$ cat src/rtl/kyo_stand_fetch.sv
// Kyo standing-sprite pixel fetcher: box test, flipped/animated ROM address,
// three-edge pixel pipeline to the palette stage, and the stand-animation counter.
module kyo_stand_fetch #(
    parameter int SPRITE_W        = 64,
    parameter int SPRITE_H        = 112,
    parameter int FRAMES          = 4,
    parameter int FRAME_TICKS     = 8,
    parameter int ADDR_W          = 15,
    parameter int TRANSPARENT_IDX = 15
) (
    input  logic                      Clk,
    input  logic                      Reset_n,
    input  logic                      pix_valid,
    input  logic [9:0]                DrawX,
    input  logic [9:0]                DrawY,
    input  logic                      frame_start,
    input  logic [9:0]                SpriteX,
    input  logic [9:0]                SpriteY,
    input  logic                      facing_left,
    input  logic                      anim_en,
    output logic [ADDR_W-1:0]         rom_addr,
    input  logic [3:0]                rom_data,
    output logic [3:0]                pal_index,
    output logic                      pix_opaque,
    output logic                      out_valid,
    output logic [$clog2(FRAMES)-1:0] anim_frame
);

    localparam int FW = $clog2(FRAMES);
    localparam int TW = (FRAME_TICKS > 1) ? $clog2(FRAME_TICKS) : 1;
    localparam logic [3:0] TIDX = 4'(TRANSPARENT_IDX);

    logic signed [10:0] rel_x_s, rel_y_s;
    logic               inside_s;
    logic [9:0]         col_s;
    logic [ADDR_W-1:0]  addr_s;
    logic [ADDR_W-1:0]  rom_addr_d, rom_addr_q;
    logic               inside_p1_q, valid_p1_q, inside_p2_q, valid_p2_q;
    logic [3:0]         pal_index_d, pal_index_q;
    logic               pix_opaque_d, pix_opaque_q, out_valid_q;
    logic [TW-1:0]      tick_d, tick_q;
    logic [FW-1:0]      anim_frame_d, anim_frame_q;

    // Zero-extended operands keep the difference signed, so screen wrap never aliases into the box.
    assign rel_x_s = $signed({1'b0, DrawX}) - $signed({1'b0, SpriteX});
    assign rel_y_s = $signed({1'b0, DrawY}) - $signed({1'b0, SpriteY});

    // Stage 0: box test, mirrored column and ROM address for the current pixel.
    always_comb begin
        inside_s   = 1'b0;
        col_s      = rel_x_s[9:0];
        rom_addr_d = rom_addr_q;
        if (pix_valid && !rel_x_s[10] && (rel_x_s[9:0] < 10'(SPRITE_W)) &&
            !rel_y_s[10] && (rel_y_s[9:0] < 10'(SPRITE_H))) begin
            inside_s = 1'b1;
        end else begin
            inside_s = 1'b0;
        end
        if (facing_left) begin
            col_s = 10'(SPRITE_W - 1) - rel_x_s[9:0];
        end else begin
            col_s = rel_x_s[9:0];
        end
        addr_s = ADDR_W'(anim_frame_q) * ADDR_W'(SPRITE_W * SPRITE_H)
               + ADDR_W'(rel_y_s[9:0]) * ADDR_W'(SPRITE_W)
               + ADDR_W'(col_s);
        if (inside_s) begin
            rom_addr_d = addr_s;
        end else begin
            rom_addr_d = rom_addr_q;
        end
    end

    // Stage 3 next-state: outside pixels read as the transparent key.
    always_comb begin
        pal_index_d  = TIDX;
        pix_opaque_d = 1'b0;
        if (inside_p2_q) begin
            pal_index_d  = rom_data;
            pix_opaque_d = (rom_data != TIDX);
        end else begin
            pal_index_d  = TIDX;
            pix_opaque_d = 1'b0;
        end
    end

    // Animation next-state: only enabled frame_start pulses count.
    always_comb begin
        tick_d       = tick_q;
        anim_frame_d = anim_frame_q;
        if (frame_start && anim_en) begin
            if (tick_q == TW'(FRAME_TICKS - 1)) begin
                tick_d = TW'(0);
                if (anim_frame_q == FW'(FRAMES - 1)) begin
                    anim_frame_d = FW'(0);
                end else begin
                    anim_frame_d = anim_frame_q + FW'(1);
                end
            end else begin
                tick_d = tick_q + TW'(1);
            end
        end else begin
            tick_d       = tick_q;
            anim_frame_d = anim_frame_q;
        end
    end

    // Pixel pipeline registers; reset drops everything in flight.
    always_ff @(posedge Clk or negedge Reset_n) begin
        if (!Reset_n) begin
            rom_addr_q   <= {ADDR_W{1'b0}};
            inside_p1_q  <= 1'b0;
            valid_p1_q   <= 1'b0;
            inside_p2_q  <= 1'b0;
            valid_p2_q   <= 1'b0;
            pal_index_q  <= TIDX;
            pix_opaque_q <= 1'b0;
            out_valid_q  <= 1'b0;
        end else begin
            rom_addr_q   <= rom_addr_d;
            inside_p1_q  <= inside_s;
            valid_p1_q   <= pix_valid;
            inside_p2_q  <= inside_p1_q;
            valid_p2_q   <= valid_p1_q;
            pal_index_q  <= pal_index_d;
            pix_opaque_q <= pix_opaque_d;
            out_valid_q  <= valid_p2_q;
        end
    end

    // Animation tick and frame registers.
    always_ff @(posedge Clk or negedge Reset_n) begin
        if (!Reset_n) begin
            tick_q       <= TW'(0);
            anim_frame_q <= FW'(0);
        end else begin
            tick_q       <= tick_d;
            anim_frame_q <= anim_frame_d;
        end
    end

    assign rom_addr   = rom_addr_q;
    assign pal_index  = pal_index_q;
    assign pix_opaque = pix_opaque_q;
    assign out_valid  = out_valid_q;
    assign anim_frame = anim_frame_q;

endmodule

$ cat config.mk
export PLATFORM = sky130hd
export DESIGN_NAME = kyo_stand_fetch
export DESIGN_NICKNAME = d
export VERILOG_FILES = /design/src/rtl/kyo_stand_fetch.sv
export SDC_FILE = /design/constraint.sdc
export NUM_CORES = 1
export LEC_CHECK = 0
export ABC_AREA = 1
export CAP_MARGIN = 20
export CORE_MARGIN = 2
export CORE_UTILIZATION = 31
export CTS_CLUSTER_SIZE = 12
export DETAILED_ROUTE_END_ITERATION = 10
export PLACE_DENSITY_LB_ADDON = 0.08
export RECOVER_POWER = 100
export SLEW_MARGIN = 20
export SYNTH_ARGS = -nofsm -noshare
export SYNTH_HDL_FRONTEND = slang
export SYNTH_SLANG_ARGS = --single-unit
export TNS_END_PERCENT = 20
$ cat constraint.sdc
create_clock -name Clk -period 2 [get_ports Clk]
set_input_delay 0.4 -clock Clk [delete_from_list [all_inputs] [get_ports Clk]]
set_output_delay 0.4 -clock Clk [all_outputs]
set_load 0.05 [all_outputs]
==> out/results.tsv, run 1 <==
metric	value	unit
status	finished, violations left	
failed_checks	setup timing	
worstRegToRegCells	9	
die_x	101	um
grt_pass1_wl	12300	um
timing.fmax	363	MHz
holdCritPathClass	reg -> reg	
finalPower	3.68	mW
grt_pass1_vias	2915	
clock_skew	0.00152	ns
clockBufferDepth	2	
synthArstFlopShare	100	%
ant_nets	0	
antenna_found_initial	0	
criticalPathCategory	in -> reg	
setup_viol	16	
yosysWarnings	0	
first_iter_violations	52	
synth_ff_type	dfrtp_1	
rsz0062_at_grt	true	
die_area	10300	um^2
fin_ws	-0.756	ns
path_buf_inv	2	
powerDensity	764	nW/um^2
synth_nets	506	
cts_root_buf	clkbuf_8	
num_io_pins	73	
grt.total_usage	14.6	%
slew_viol_final	0	
synthCells	418	
placed_cell_area	4380	um^2
synth_top_area_cell	dfrtp_1	
crit_chain	clkdlybuf4s15_2 > ha_4 > a21oi_4 > nor2_1 > nor2_1 > nand2_1 > xnor2_1 > buf_4 > ha_4 > nor2_2 > xnor2_1 > ha_1 > nand2_2 > o21ai_2 > nand2_1 > o211ai_1 > nand3b_1 > nand2_1 > nand3_1 > nand2_1	
initial_utilization	31.9	%
cp.required	2.17	ns
synthDistinctLibCells	28	
finalCritPeriodShare	138	%
drc	0	
cp-startpoint	DrawX[4]	
num_vias	2975	
cp.arrival	2.93	ns
rows	35	
synthTopCellsByCount	nand2_1 (123), inv_1 (76), nand3_1 (39)	
hold_depth	0	
port_buffers	72	
gp_congestion	0.834	
wl	7100	um
critPathCaptureType	flop	
start_kind	primary input	
cts_max_level	2	
cts_tree	yes	
final_area	4820	um^2
setup.worst_path.end	rom_addr[14]	
cp.depth	20	
path_common_cell	nand2_1	
yosysMostFrequentCell	nand2_1	
netlist.area_leader.share	22.1	%
core-area	9240	um^2
seq_area_frac_synth	25.7	%
worst_pin_slew	0.714	ns
fin_crit	2.76	ns
cts_hold_buf	0	
timing.rr.start	anim_frame[0]	
dr.pass1.iters	4	
path_clk_slew	0.06	ns
max_cap_violations	0	
clk_latency	0.28	ns
clkSinkCount	30	
max_stage_delay	0.37	ns
ys_ff_latch	30	
critPathTopFamily	adder cells	
slowest_stage	ha_1	
leakagePower	2.54	nW
wl_per_cell	10.0	um
maxSlewHeadroom	52.4	%
syn-cell-area	2950	um^2
hold_viol_final	0	
drive_above_1_share	33.0	%
fin_nets	665	
dp_slack	-1.62	ns
avgSynthCellArea	7.05	um^2
synth_edf_count	0	
path_max_fanout	4	
ir_drop	0.371	mV
grt_max_degree	31	
die_height	101	um
r2r-end	rom_addr[12]	
overflow	0	
antenna_cells	0	
rrSetupSlack	0.04	ns
ys_top_cells_by_area	dfrtp_1 (22%), nand2_1 (16%), ha_1 (15%), inv_1 (9.7%), nand3_1 (6.6%)	
cts_buffers	5	
syn2layout_area_growth	63.5	%
vias_per_cell	4.21	
hpwl	5740	um
==> cells by family (layout without fill, tap and decap cells) <==
family,count (synthesis),in the layout,synth area share (%)
xor gates and xnor gates,21,21,6.24
adders and majority gates,38,38,16.9
buffers and inverters,82,242,11.3
AOI/OAI and AO/OA,26,26,5.27
DFF,30,30,25.7
and+or+nand+nor,221,221,34.7
==> worst min path at each step <==
stage                          endpoint  slack (ns)        start
after global routing          out_valid        0.36   valid_p2_q
after detailed placement     valid_p2_q        0.33   valid_p1_q
after global placement       valid_p2_q        0.33   valid_p1_q
after floorplan           anim_frame[0]        0.10      Reset_n
after CTS                   inside_p2_q        0.35  inside_p1_q
final                       inside_p2_q        0.35  inside_p1_q
==> sequential cells by signal, indices dropped and copies added (netlist names) <==
register / flops
valid_p2_q: 1
pix_opaque: 1
anim_frame: 2
rom_addr: 15
out_valid: 1
inside_p1_q: 1
tick_q: 3
inside_p2_q: 1
pal_index: 4
valid_p1_q: 1
==> repair_timing <==
action / in CTS / in global routing
pin swaps: 49 / 9
resized for setup: 83 / 9
setup endpoints to repair: 16 / 16
cloned: 0 / 0
buffers inserted: 9 / 3
==> layer usage <==
layer / vias up / GRT usage [%] / wire, um
li1: 1626 / - / -
met1: 1293 / 19.7 / 3620
met2: 49 / 24.6 / 3160
met3: 7 / 1.59 / 227
met4: 0 / 4.05 / 87
met5: - / 0 / 0
==> area by class of cell <==
type	instances	area, um^2
Tap cell	129	161
Sequential cell	30	756
Clock inverter	2	60.1
Fill cell	931	4420
Multi-Input combinational cell	306	2170
Inverter	78	300
Clock buffer	6	82.6
Timing Repair Buffer	156	1290
==> where the power goes <==
part	switching, mW	leakage (nW)	internal (mW)	total [mW]
clock	0.222	0.0714	0.531	0.753
combinational	1.13	2.08	1.09	2.22
sequential	0.0363	0.387	0.670	0.706
total	1.39	2.54	2.29	3.68
==> cell usage in the layout, fill, tap and decap left out, types with 6 or more instances in the layout <==
cell             count
inv_1               67
nand3_2              8
clkdlybuf4s50_1     27
nand2_1            111
clkbuf_8             6
nor2_1              15
xor2_1              11
nor2_2               7
buf_4               80
nand3_1             35
dlygate4sd3_1       20
a21oi_1              8
xnor2_1              9
dfrtp_1             26
clkbuf_1             9
dlygate4sd2_1        7
inv_2               10
ha_1                22
ha_4                13
nand2_2             25
==> per-stage QoR <==
step                      std cells  utilization [%]  hold WS (ns)  setup TNS [ns]
final                           707             52.1         0.350           -9.64
after global routing            707             52.1         0.365          -13.10
after CTS                       704             51.7         0.352           -9.67
after detailed placement        687             47.4         0.335          -21.27
after global placement          687             47.4         0.332          -20.74
after floorplan                 418                -         0.104           -8.19
(Power assumes the default switching activity.)
==> inputs of run 2 (changes only) <==
--- a/config.mk
+++ b/config.mk
@@ -7,7 +7,7 @@
 export LEC_CHECK = 0
 export ABC_AREA = 1
 export CAP_MARGIN = 20
-export CORE_MARGIN = 2
+export CORE_ASPECT_RATIO = 1.25
 export CORE_UTILIZATION = 31
 export CTS_CLUSTER_SIZE = 12
 export DETAILED_ROUTE_END_ITERATION = 10
==> run 2 against run 1 <==
  * The run still ends with setup timing left
  * Critical path depth increased by 2
  * Core utilization grew 2.5 points
  * Hold slack better by 0.0039 ns
  * Via count up 1.4%
  * Cell area increased by 4.0%
  * First-iteration DRC count fell by 12%
  * Clock power is 33% higher
  * Global-route usage rose by 0.35 points
  * Final cell count down 1.3%
  * Highest routed layer unchanged
==> out/results.tsv, run 2 (synthesis results as in run 1) <==
metric	value	unit	change
rsz0062_at_grt	true		
hpwl	5640	um	-1.8%
overflow	0		unchanged
largest_reg_flops	15		unchanged
syn2layout_area_growth	70.1	%	
mostFrequentLayoutCells	nand2_1 (106), buf_4 (74), inv_1 (66), nand3_1 (34)		
fin_ws	-0.782	ns	-0.0260 ns
port_buffers	72		unchanged
path_max_fanout	4		unchanged
critPathCaptureType	flop		
start_kind	primary input		
crit_chain	buf_8 > inv_8 > ha_4 > fa_2 > inv_2 > nand3_2 > nand3_2 > nand2_2 > nand2_4 > xnor2_4 > nand3_2 > nand2_1 > nand3_1 > nand2_2 > ha_4 > a21oi_4 > o21ai_2 > buf_4 > buf_4 > xor2_1 > nand3_1 > nand2_1		
combPwrFrac	57.4	%	-2.9 points
p_clk_share	25.0	%	+4.5 points
slew_viol_final	0		unchanged
cp.arrival	2.95	ns	+0.02 ns
gp_congestion	0.805		-3.5%
slowest_stage	fa_2		
worst_pin_slew	0.720	ns	+0.00614 ns
cts_root_buf	clkbuf_16		
vias_per_cell	4.32		+2.7%
leakagePower	2.62	nW	+3.2%
wl_per_cell	10.1	um	+0.12%
cts_buffers	5		unchanged
drc	0		unchanged
dr.pass1.iters	4		unchanged
post_layout_nonfiller_instances	698		-1.3%
dp_cells	680		-1.0%
num_io_pins	73		unchanged
cts_hold_buf	0		unchanged
fin_nets	662		-0.45%
grt_pass1_wl	12000	um	-2.7%
wl	7020	um	-1.2%
grt.total_usage	14.9	%	+0.35 points
die_x	89.2	um	-12%
clkSinkCount	30		unchanged
maxSlewHeadroom	52.0	%	-0.41 points
final_common_cell	nand2_1		
p_seq_share	17.7	%	-1.5 points
holdCritPathClass	reg -> reg		
grt_max_degree	31		unchanged
final_area	5010	um^2	+4.0%
rows	39		+11%
hold_viol_final	0		unchanged
cts_tree	yes		
initial_utilization	32.1	%	+0.23 points
ir_drop	0.354	mV	-4.4%
path_clk_slew	0.05	ns	about the same
clock_skew	0.00204	ns	+0.000521 ns
intPower	2.55	mW	+11%
failed_checks	setup timing		
die_area	9900	um^2	-3.9%
core-area	9170	um^2	-0.72%
placed_cell_area	4390	um^2	+0.11%
clockBufferDepth	2		unchanged
criticalPathCategory	in -> reg		
cts_max_level	2		unchanged
antenna_cells	0		unchanged
path_common_cell	nand3_2		
grt_pass1_vias	2866		-1.7%
timing.fmax	359	MHz	-0.94%
setup_viol	16		unchanged
finalCritPeriodShare	139	%	+1.3 points
fin_crit	2.78	ns	+0.0260 ns
max_stage_delay	0.40	ns	+0.03 ns
ant_nets	0		unchanged
p_sw	1.45	mW	+4.1%
powerDensity	798	nW/um^2	+4.5%
antenna_found_initial	0		unchanged
max_cap_violations	0		unchanged
status	finished, violations left		
clk_latency	0.27	ns	about the same
sw_frac_of_total	36.2	%	-1.6 points
cp.required	2.16	ns	about the same
first_iter_violations	46		-12%
num_vias	3016		+1.4%
die_height	111	um	+9.4%
drive_above_1_share	33.9	%	+0.87 points
[run 2: changes by cell type in the layout (fill, tap and decap cells not counted), moves of 3 or more]
cell / delta
nor2_1: -3
dlygate4sd3_1: +3
nand2_4: +3
buf_2: -4
nor2_4: +3
clkbuf_8: -5
nand2_1: -5
clkbuf_16: +5
buf_4: -6
clkdlybuf4s15_1: +4
clkbuf_1: -3
[run 2: timing repair]
item	in CTS	in global routing
resized for setup	69	39
pin swaps	37	36
setup endpoints to repair	16	16
setup buffers	8	2
[run 2: final timing paths]
path / from / end / slack [ns] / cells past startpoint
setup / recovery: DrawX[0] / rom_addr[10] / -0.78 / 22
hold / removal: valid_p1_q / valid_p2_q / 0.35 / 0
setup reg to reg: anim_frame[0] / rom_addr[12] / 0.05 / 9
hold reg to reg: valid_p1_q / valid_p2_q / 0.35 / 0
max in group asynchronous: Reset_n / rom_addr[1] / 0.82 / 2
min in group asynchronous: Reset_n / tick_q[0] / 0.71 / 2
[run 2: metrics by stage]
step           power (mW)  TNS, ns  utilization (%)  hold slack (ns)  worst slack [ns]
2_1_floorplan        1.92    -8.19                -            0.104            -0.883
3_3_place_gp         2.67   -20.53             47.8            0.332             -1.58
3_5_place_dp         2.68   -20.97             47.8            0.342             -1.62
4_1_cts              3.87    -9.89             52.7            0.356            -0.741
5_1_grt              4.29   -12.64             54.6            0.372            -0.921
6_report             4.00    -9.77             54.6            0.353            -0.782
[run 2: worst max-delay path: cells and delay by family]
| kind | cells | cell delay [ns] |
|---|---|---|
| and+or+nand+nor | 10 | 0.80 |
| AOI/OAI and AO/OA | 2 | 0.26 |
| buffers and inverters | 5 | 0.44 |
| xor gates and xnor gates | 2 | 0.29 |
| adders and majority gates | 3 | 0.77 |
[run 2: cell type report]
class | count | area, um^2
Tap cell | 123 | 154
Timing Repair Buffer | 153 | 1330
Fill cell | 954 | 4160
Multi-Input combinational cell | 306 | 2270
Clock buffer | 6 | 139
Clock inverter | 2 | 60.1
Inverter | 78 | 300
Sequential cell | 30 | 756
[run 2: power groups by stage]
stage	Sequential [mW]	Clock, mW	Combinational [mW]
CTS	0.707	1.02	2.14
finish	0.706	0.998	2.29
global placement	0.715	0	1.96
floorplan	0.849	0	1.07
detailed placement	0.713	0	1.97
global route	0.716	1.05	2.53
[run 2: metal layers]
metal	track usage, %	share of wire [%]
met5	0	0
met4	4.44	0.94
met3	1.12	2.6
met2	25.2	50
met1	19.9	46
